<file path="config.mk">
export PLATFORM = sky130hd
export DESIGN_NAME = dm_port_arbiter
export DESIGN_NICKNAME = d
export VERILOG_FILES = /design/src/rtl/dm_port_arbiter.sv
export SDC_FILE = /design/constraint.sdc
export NUM_CORES = 1
export LEC_CHECK = 0
export ABC_AREA = 0
export ABC_CLOCK_PERIOD_IN_PS = 1500
export BUFFER_PORTS_ARGS = -buffer_cell sky130_fd_sc_hd__buf_2
export CAP_MARGIN = 10
export CORE_AREA = 2 2 143 145
export DETAILED_ROUTE_END_ITERATION = 10
export DIE_AREA = 0 0 145 147
export PLACE_DENSITY = 0.41
export SLEW_MARGIN = 20
export SYNTH_ARGS = -nofsm -noshare
export SYNTH_HDL_FRONTEND = slang
export SYNTH_SLANG_ARGS = --single-unit
export TNS_END_PERCENT = 10
</file>
<file path="constraint.sdc">
create_clock -name clk -period 1.5 [get_ports clk]
set_input_delay 0.075 -clock clk [delete_from_list [all_inputs] [get_ports clk]]
set_output_delay 0.075 -clock clk [all_outputs]
set_load 0.01 [all_outputs]
</file>
<file path="src/rtl/dm_port_arbiter.sv">
// dm_port_arbiter
//
// Shares the single data-memory (Dm) port between the pipeline MEM stage
// and one external requester, such as a debug or loader bridge. The pipeline
// has priority. The external side gets one-cycle grants (state S_EXT) when
// the pipeline is idle. Consecutive external requests can be served back to
// back while the pipeline stays idle.
//
// Optional feature, enabled by defining DM_ARB_FAIR_EN:
//   When the macro is defined, a starvation counter tracks how many cycles
//   the external side has been blocked. After STARVE_LIMIT consecutive
//   blocked cycles, a grant is forced and the pipeline is stalled for that
//   one cycle. When the macro is not defined, priority is strictly fixed:
//   p_stall is constant 0 and the external side can starve.
//
// Parameters:
//   CNT_W         width of the starvation counter
//   STARVE_LIMIT  blocked cycles before a forced grant (1 .. 2**CNT_W-1)
//
// Ports:
//   clk, reset                     clock (rising edge); synchronous,
//                                  active-high reset
//   p_req/p_we/p_type/p_sign/      pipeline MEM-stage access
//   p_addr/p_wdata/p_pc
//   p_rdata, p_stall               load data and freeze request to pipeline
//   x_req/x_we/x_type/x_sign/      external access, held until x_ready
//   x_addr/x_wdata
//   x_ready                        external access performed this cycle
//   x_rvalid, x_rdata              registered external read result (pulse)
//   dm_we/dm_type/dm_sign/         drive to the Dm instance
//   dm_addr/dm_wdata/dm_pc
//   dm_rdata                       combinational read data from Dm
module dm_port_arbiter #(
    parameter int CNT_W        = 4,
    parameter int STARVE_LIMIT = 8
) (
    input  logic        clk,
    input  logic        reset,
    input  logic        p_req,
    input  logic        p_we,
    input  logic [1:0]  p_type,
    input  logic        p_sign,
    input  logic [31:0] p_addr,
    input  logic [31:0] p_wdata,
    input  logic [31:0] p_pc,
    output logic [31:0] p_rdata,
    output logic        p_stall,
    input  logic        x_req,
    input  logic        x_we,
    input  logic [1:0]  x_type,
    input  logic        x_sign,
    input  logic [31:0] x_addr,
    input  logic [31:0] x_wdata,
    output logic        x_ready,
    output logic        x_rvalid,
    output logic [31:0] x_rdata,
    output logic        dm_we,
    output logic [1:0]  dm_type,
    output logic        dm_sign,
    output logic [31:0] dm_addr,
    output logic [31:0] dm_wdata,
    output logic [31:0] dm_pc,
    input  logic [31:0] dm_rdata
);

    typedef enum logic {
        S_PIPE = 1'b0,
        S_EXT  = 1'b1
    } state_t;

    state_t state;
    state_t state_nxt;
    logic   starve;
    logic   ext_busy;

    if (STARVE_LIMIT < 1 || STARVE_LIMIT > (1 << CNT_W) - 1) begin : g_bad_limit
        $error("dm_port_arbiter: STARVE_LIMIT out of range for CNT_W");
    end

    // A grant cycle only performs an access while the requester still holds
    // x_req. This matters because the requester drops x_req in the cycle
    // after being served. Without this qualification, the back-to-back hold
    // in S_EXT would issue a spurious access.
    assign ext_busy = (state == S_EXT) && x_req;

`ifdef DM_ARB_FAIR_EN
    localparam logic [CNT_W-1:0] LIMIT = CNT_W'(STARVE_LIMIT);

    logic [CNT_W-1:0] cnt;

    assign starve = (cnt == LIMIT);

    always_ff @(posedge clk) begin
        if (reset) begin
            cnt <= '0;
        end else if (state == S_PIPE) begin
            // Entering S_EXT clears the counter, and so does a cycle with no
            // pending external request. A blocked external request
            // increments the counter, saturating at the limit.
            if (state_nxt == S_EXT || !x_req) begin
                cnt <= '0;
            end else if (p_req && !starve) begin
                cnt <= cnt + 1'b1;
            end
        end
    end
`else
    assign starve = 1'b0;
`endif

    always_ff @(posedge clk) begin
        if (reset) begin
            state <= S_PIPE;
        end else begin
            state <= state_nxt;
        end
    end

    always_comb begin
        state_nxt = state;
        dm_we     = p_req & p_we & ~reset;
        dm_type   = p_type;
        dm_sign   = p_sign;
        dm_addr   = p_addr;
        dm_wdata  = p_wdata;
        dm_pc     = p_pc;
        x_ready   = 1'b0;
        p_stall   = 1'b0;

        case (state)
            S_PIPE: begin
                if (x_req && (!p_req || starve)) begin
                    state_nxt = S_EXT;
                end
            end
            S_EXT: begin
                if (ext_busy) begin
                    dm_we    = x_we & ~reset;
                    dm_type  = x_type;
                    dm_sign  = x_sign;
                    dm_addr  = x_addr;
                    dm_wdata = x_wdata;
                    dm_pc    = 32'h0;
                    x_ready  = ~reset;
`ifdef DM_ARB_FAIR_EN
                    p_stall  = p_req;
`endif
                end
                state_nxt = (x_req && !p_req) ? S_EXT : S_PIPE;
            end
            default: state_nxt = S_PIPE;
        endcase
    end

    assign p_rdata = dm_rdata;

    // External read result: captured at the edge that ends the grant cycle.
    always_ff @(posedge clk) begin
        if (reset) begin
            x_rvalid <= 1'b0;
            x_rdata  <= 32'h0;
        end else begin
            x_rvalid <= ext_busy && !x_we;
            if (ext_busy && !x_we) begin
                x_rdata <= dm_rdata;
            end
        end
    end

endmodule

</file>
=== After elaboration in Yosys (flattened, before gate mapping) ===
Index checks and enable logic that the tools add are counted.

* Output and inout port bits: 167
* Word-level logic and storage cells: 27
* Register bits after elaboration: 34
* Input port bits: 204

* Muxes and demuxes: 15
* Bitwise logic cells: 4
* Reductions and logical operators: 5

{| class="wikitable"
|+ Operators by type and width
! kind !! number
|-
| $mux W32 || 6
|-
| $mux W1 || 7
|-
| $mux W2 || 2
|-
| $and A1 B1 Y1 || 3
|-
| $logic_and A1 B1 Y1 || 3
|-
| $logic_not A1 Y1 || 2
|-
| $not A1 Y1 || 1
|}

=== Logic depth before layout (Yosys ltp) ===
* Depth after elaboration: 4
* Mapped depth: 5
* Mapped depth without buffers: 3

=== Worst setup path before layout ===
OpenSTA, ideal clock, no wires.

* Path type: register -> output
* Start: register state
* End: output port dm_addr[0]
* Path buffers: 2
* Arrival time: 1.034 ns
* Slack: 0.391 ns
* Cell stages (with the launch flop): 5
* Cell sequence: dfxtp_1 > nand2_1 > buf_6 > buf_6 > mux2_4

* Word-level cells in the longest chain between the ends: 3

{| class="wikitable"
|+ Ends and longest elaborated chain
! item !! line !! RTL
|-
| start, declared || 71 || <nowiki>state_t state;</nowiki>
|-
| start signal, assigned || 115 || <nowiki>state <= state_nxt;</nowiki>
|-
| $logic_and A1 B1 Y1 || 84 || <nowiki>assign ext_busy = (state == S_EXT) && x_req;</nowiki>
|-
| $mux W32 || 137 || <nowiki>if (ext_busy) begin</nowiki>
|-
| $mux W32 * || 130 || <nowiki>case (state)</nowiki>
|-
| end, declared || 60 || <nowiki>output logic [31:0] dm_addr,</nowiki>
|}

Every way passes the cells marked *; elsewhere a longest branch is shown, timed or not.

=== Final worst setup path ===
* Start: register state
* End: output port dm_addr[16]

The elaborated chain is that of the path after synthesis.

==> metrics.txt <==
Initial Utilization=13.3%; max incr delay on CP=0.38 ns; VDD IR max=0.000281 V; endpoints failing setup=11; vias in the first global route=3133; vias per cell=3.53; xor and xnor area share after synthesis=0%; worst path buffer plus inverter count=2; Simple-Gate Fraction of Synth Area=18.4%; Hold WC Path Type=in -> reg; Die X=145 um; die area=21300 um^2; Synth Area in Adders=0%; Clock Path Buffers=2; Worst Setup Start Kind=flip-flop; fin cells=901; Seq/Total Area, Yosys=25.7%; Compound-Gate Fraction of Synth Area=6.24%; Final #Nets=834; Root Buffer=clkbuf_16; FMAX=663 MHz; cell count of the worst hold path=3; die height=147 um; clk_lat worst skew=0.27 ns; PnR worst setup slack=-0.00749 ns; Synth Cell Area=2650 um^2; initial DRC count=59; worst slack at placement=0.139 ns; fin area=5010 um^2; Yosys reg bits=34; worst path cell trace=nand2_8 > buf_12 > mux2_4 > buf_2; mux cell area share after synthesis=34.9%; Port Buffer Count=369; max-cap violations=0; global route overflow=0; routed len/inst=13.7 um; failing checks=setup timing; status=complete, but fails checks; initial antenna violation count=1; leakage=2.74 nW; Post-DP HPWL=10400 um; largest net degree at the start of global routing=33; Post-DP Area=4600 um^2; post-layout minimum cycle time=1.51 ns; TritonRoute pass-1 iters=4; Worst path top cell family by delay=flip-flops; CTS buffer count=5; Setup TNS=-0.0327 ns; synthesized area per cell=9.00 um^2; pwr dens=581 nW/um^2; Core ar.=19800 um^2; largest family of logic cells by synthesized area=multiplexers; Setup CP Type=reg -> out; cell row count=52; synth warn=0; # IOs=371; htree depth=2; ratio of cells with drive above 1 in the final layout=72.7%; dpl cells=888; Area growth, synth to finish=89.5%; total routed wirelength=12400 um; Worst EP required=1.42 ns; GRT Total Usage=10.7%; synth unique cells=17; CP max-delay cell=dfxtp_4; crit path capture type=primary output; Pins Over Slew Limit=0; GPL Wtd Cong=0.705; R2R depth=4; syn nets=498; first-pass GRT wire length=18100 um; CTS tree=built; Tcrit/Tclk final=100%; Post-Syn Instances=294; clock skew after layout=0.00300 ns; Post-DRT Antenna Nets=0; RSZ-0062 raised after global routing=yes; vias=3181; WP data arrival=1.43 ns; # DRC=0; CP max FO=24; CTS sink cnt=34; final hold vios=0; Crit path depth=4; Clock Pin Slew Worst Setup and Hold Paths=0.05 ns
[repair_timing]
| action | 4_1_cts | 5_1_grt |
|---|---|---|
| gates resized for setup | 37 | 1 |
| endpoints found under the hold margin | 2 | 0 |
| setup endpoints to repair | 69 | 67 |
| hold buffers | 2 | 0 |
| cloned | 2 | 0 |
| pin swaps | 1 | 0 |
| setup buffers | 1 | 0 |
[area by class of cell]
cell class | instances | area (um^2)
Antenna cell | 1 | 2.50
Clock buffer | 5 | 125
Clock inverter | 2 | 10.0
Fill cell | 2196 | 14800
Multi-Input combinational cell | 206 | 1620
Sequential cell | 34 | 684
Tap cell | 270 | 338
Timing Repair Buffer | 383 | 2230
[worst paths after layout]
path	startpoint	endpoint	slack [ns]
min reg2reg	x_rdata[0]	x_rdata[0]	0.45
max reg2reg	state	x_rdata[25]	0.38
max	state	dm_addr[16]	-0.007
min	dm_rdata[12]	x_rdata[12]	0.04
[placed cells by master (no fill, tap or decap)]
cell type      instances
mux2_2                18
buf_4                  5
nor3b_1                1
buf_16                 1
mux2_4                49
diode_2                1
dlygate4sd3_1          2
and2_1                32
nand2_4                1
dfxtp_1               33
and3b_1                1
conb_1                 1
nor3_1                 1
nand3b_1               1
buf_2                340
buf_12                 6
nand3_1                2
dfxtp_4                1
nand2_8                1
nand2_1               64
a21oi_1               33
buf_6                 29
nor2_1                 1
clkbuf_16              5
clkinv_2               2
[sequential cells by signal, indices dropped and copies added, names as in the netlist]
register  count
x_rdata      32
state         1
x_rvalid      1
[layer usage]
metal / up-vias / track usage, % / part of all wire (%)
met5: - / 0 / 0
met3: 11 / 3.07 / 7.6
met4: 0 / 2.23 / 1.1
met2: 165 / 18.8 / 51
li1: 1607 / - / -
met1: 1398 / 12.9 / 41
[worst min-delay path, delay by kind of cell]
| family | cells | cell delay, ns |
|---|---|---|
| compound gates | 1 | 0.05 |
| buf+inv | 1 | 0.10 |
| simple gates | 1 | 0.05 |
[logic make-up (layout without fill, tap and decap cells)]
family                 count (synthesis)  in the layout
AOI/OAI and AO/OA                     33             33
and+or+nand+nor                      104            105
other                                  1              2
muxes                                 67             67
buffers and inverters                 55            390
DFF                                   34             34
[synth_stat cells]
master / n / area [um^2]
nor2_1: 1 / 3.75
nor3_1: 1 / 5.00
nor3b_1: 1 / 7.51
clkbuf_1: 7 / 26.3
and3b_1: 1 / 8.76
buf_6: 6 / 67.6
and2_1: 32 / 200
mux2_4: 45 / 676
dfxtp_1: 34 / 681
a21oi_1: 33 / 165
mux2_2: 22 / 248
nand3b_1: 1 / 7.51
nand3_1: 2 / 10.0
buf_2: 9 / 45.0
buf_4: 33 / 248
nand2_1: 65 / 244
conb_1: 1 / 3.75
[per-stage QoR]
| stage | util [%] | power (mW) | hold WS [ns] |
|---|---|---|---|
| after global routing | 25.3 | 3.07 | 0.0431 |
| after global placement | 23.2 | 1.89 | 0.286 |
| final | 25.3 | 2.91 | 0.0443 |
| after floorplan | - | 1.41 | 0.151 |
| after detailed placement | 23.2 | 1.88 | 0.289 |
| after CTS | 25.2 | 2.97 | 0.0323 |
[report_power, final]
part / switching (mW) / total, mW / internal [mW]
Sequential: 0.00818 / 0.923 / 0.915
Combinational: 0.425 / 1.02 / 0.599
Clock: 0.366 / 0.964 / 0.599
Note: power is estimated with default switching activity, not from simulation.
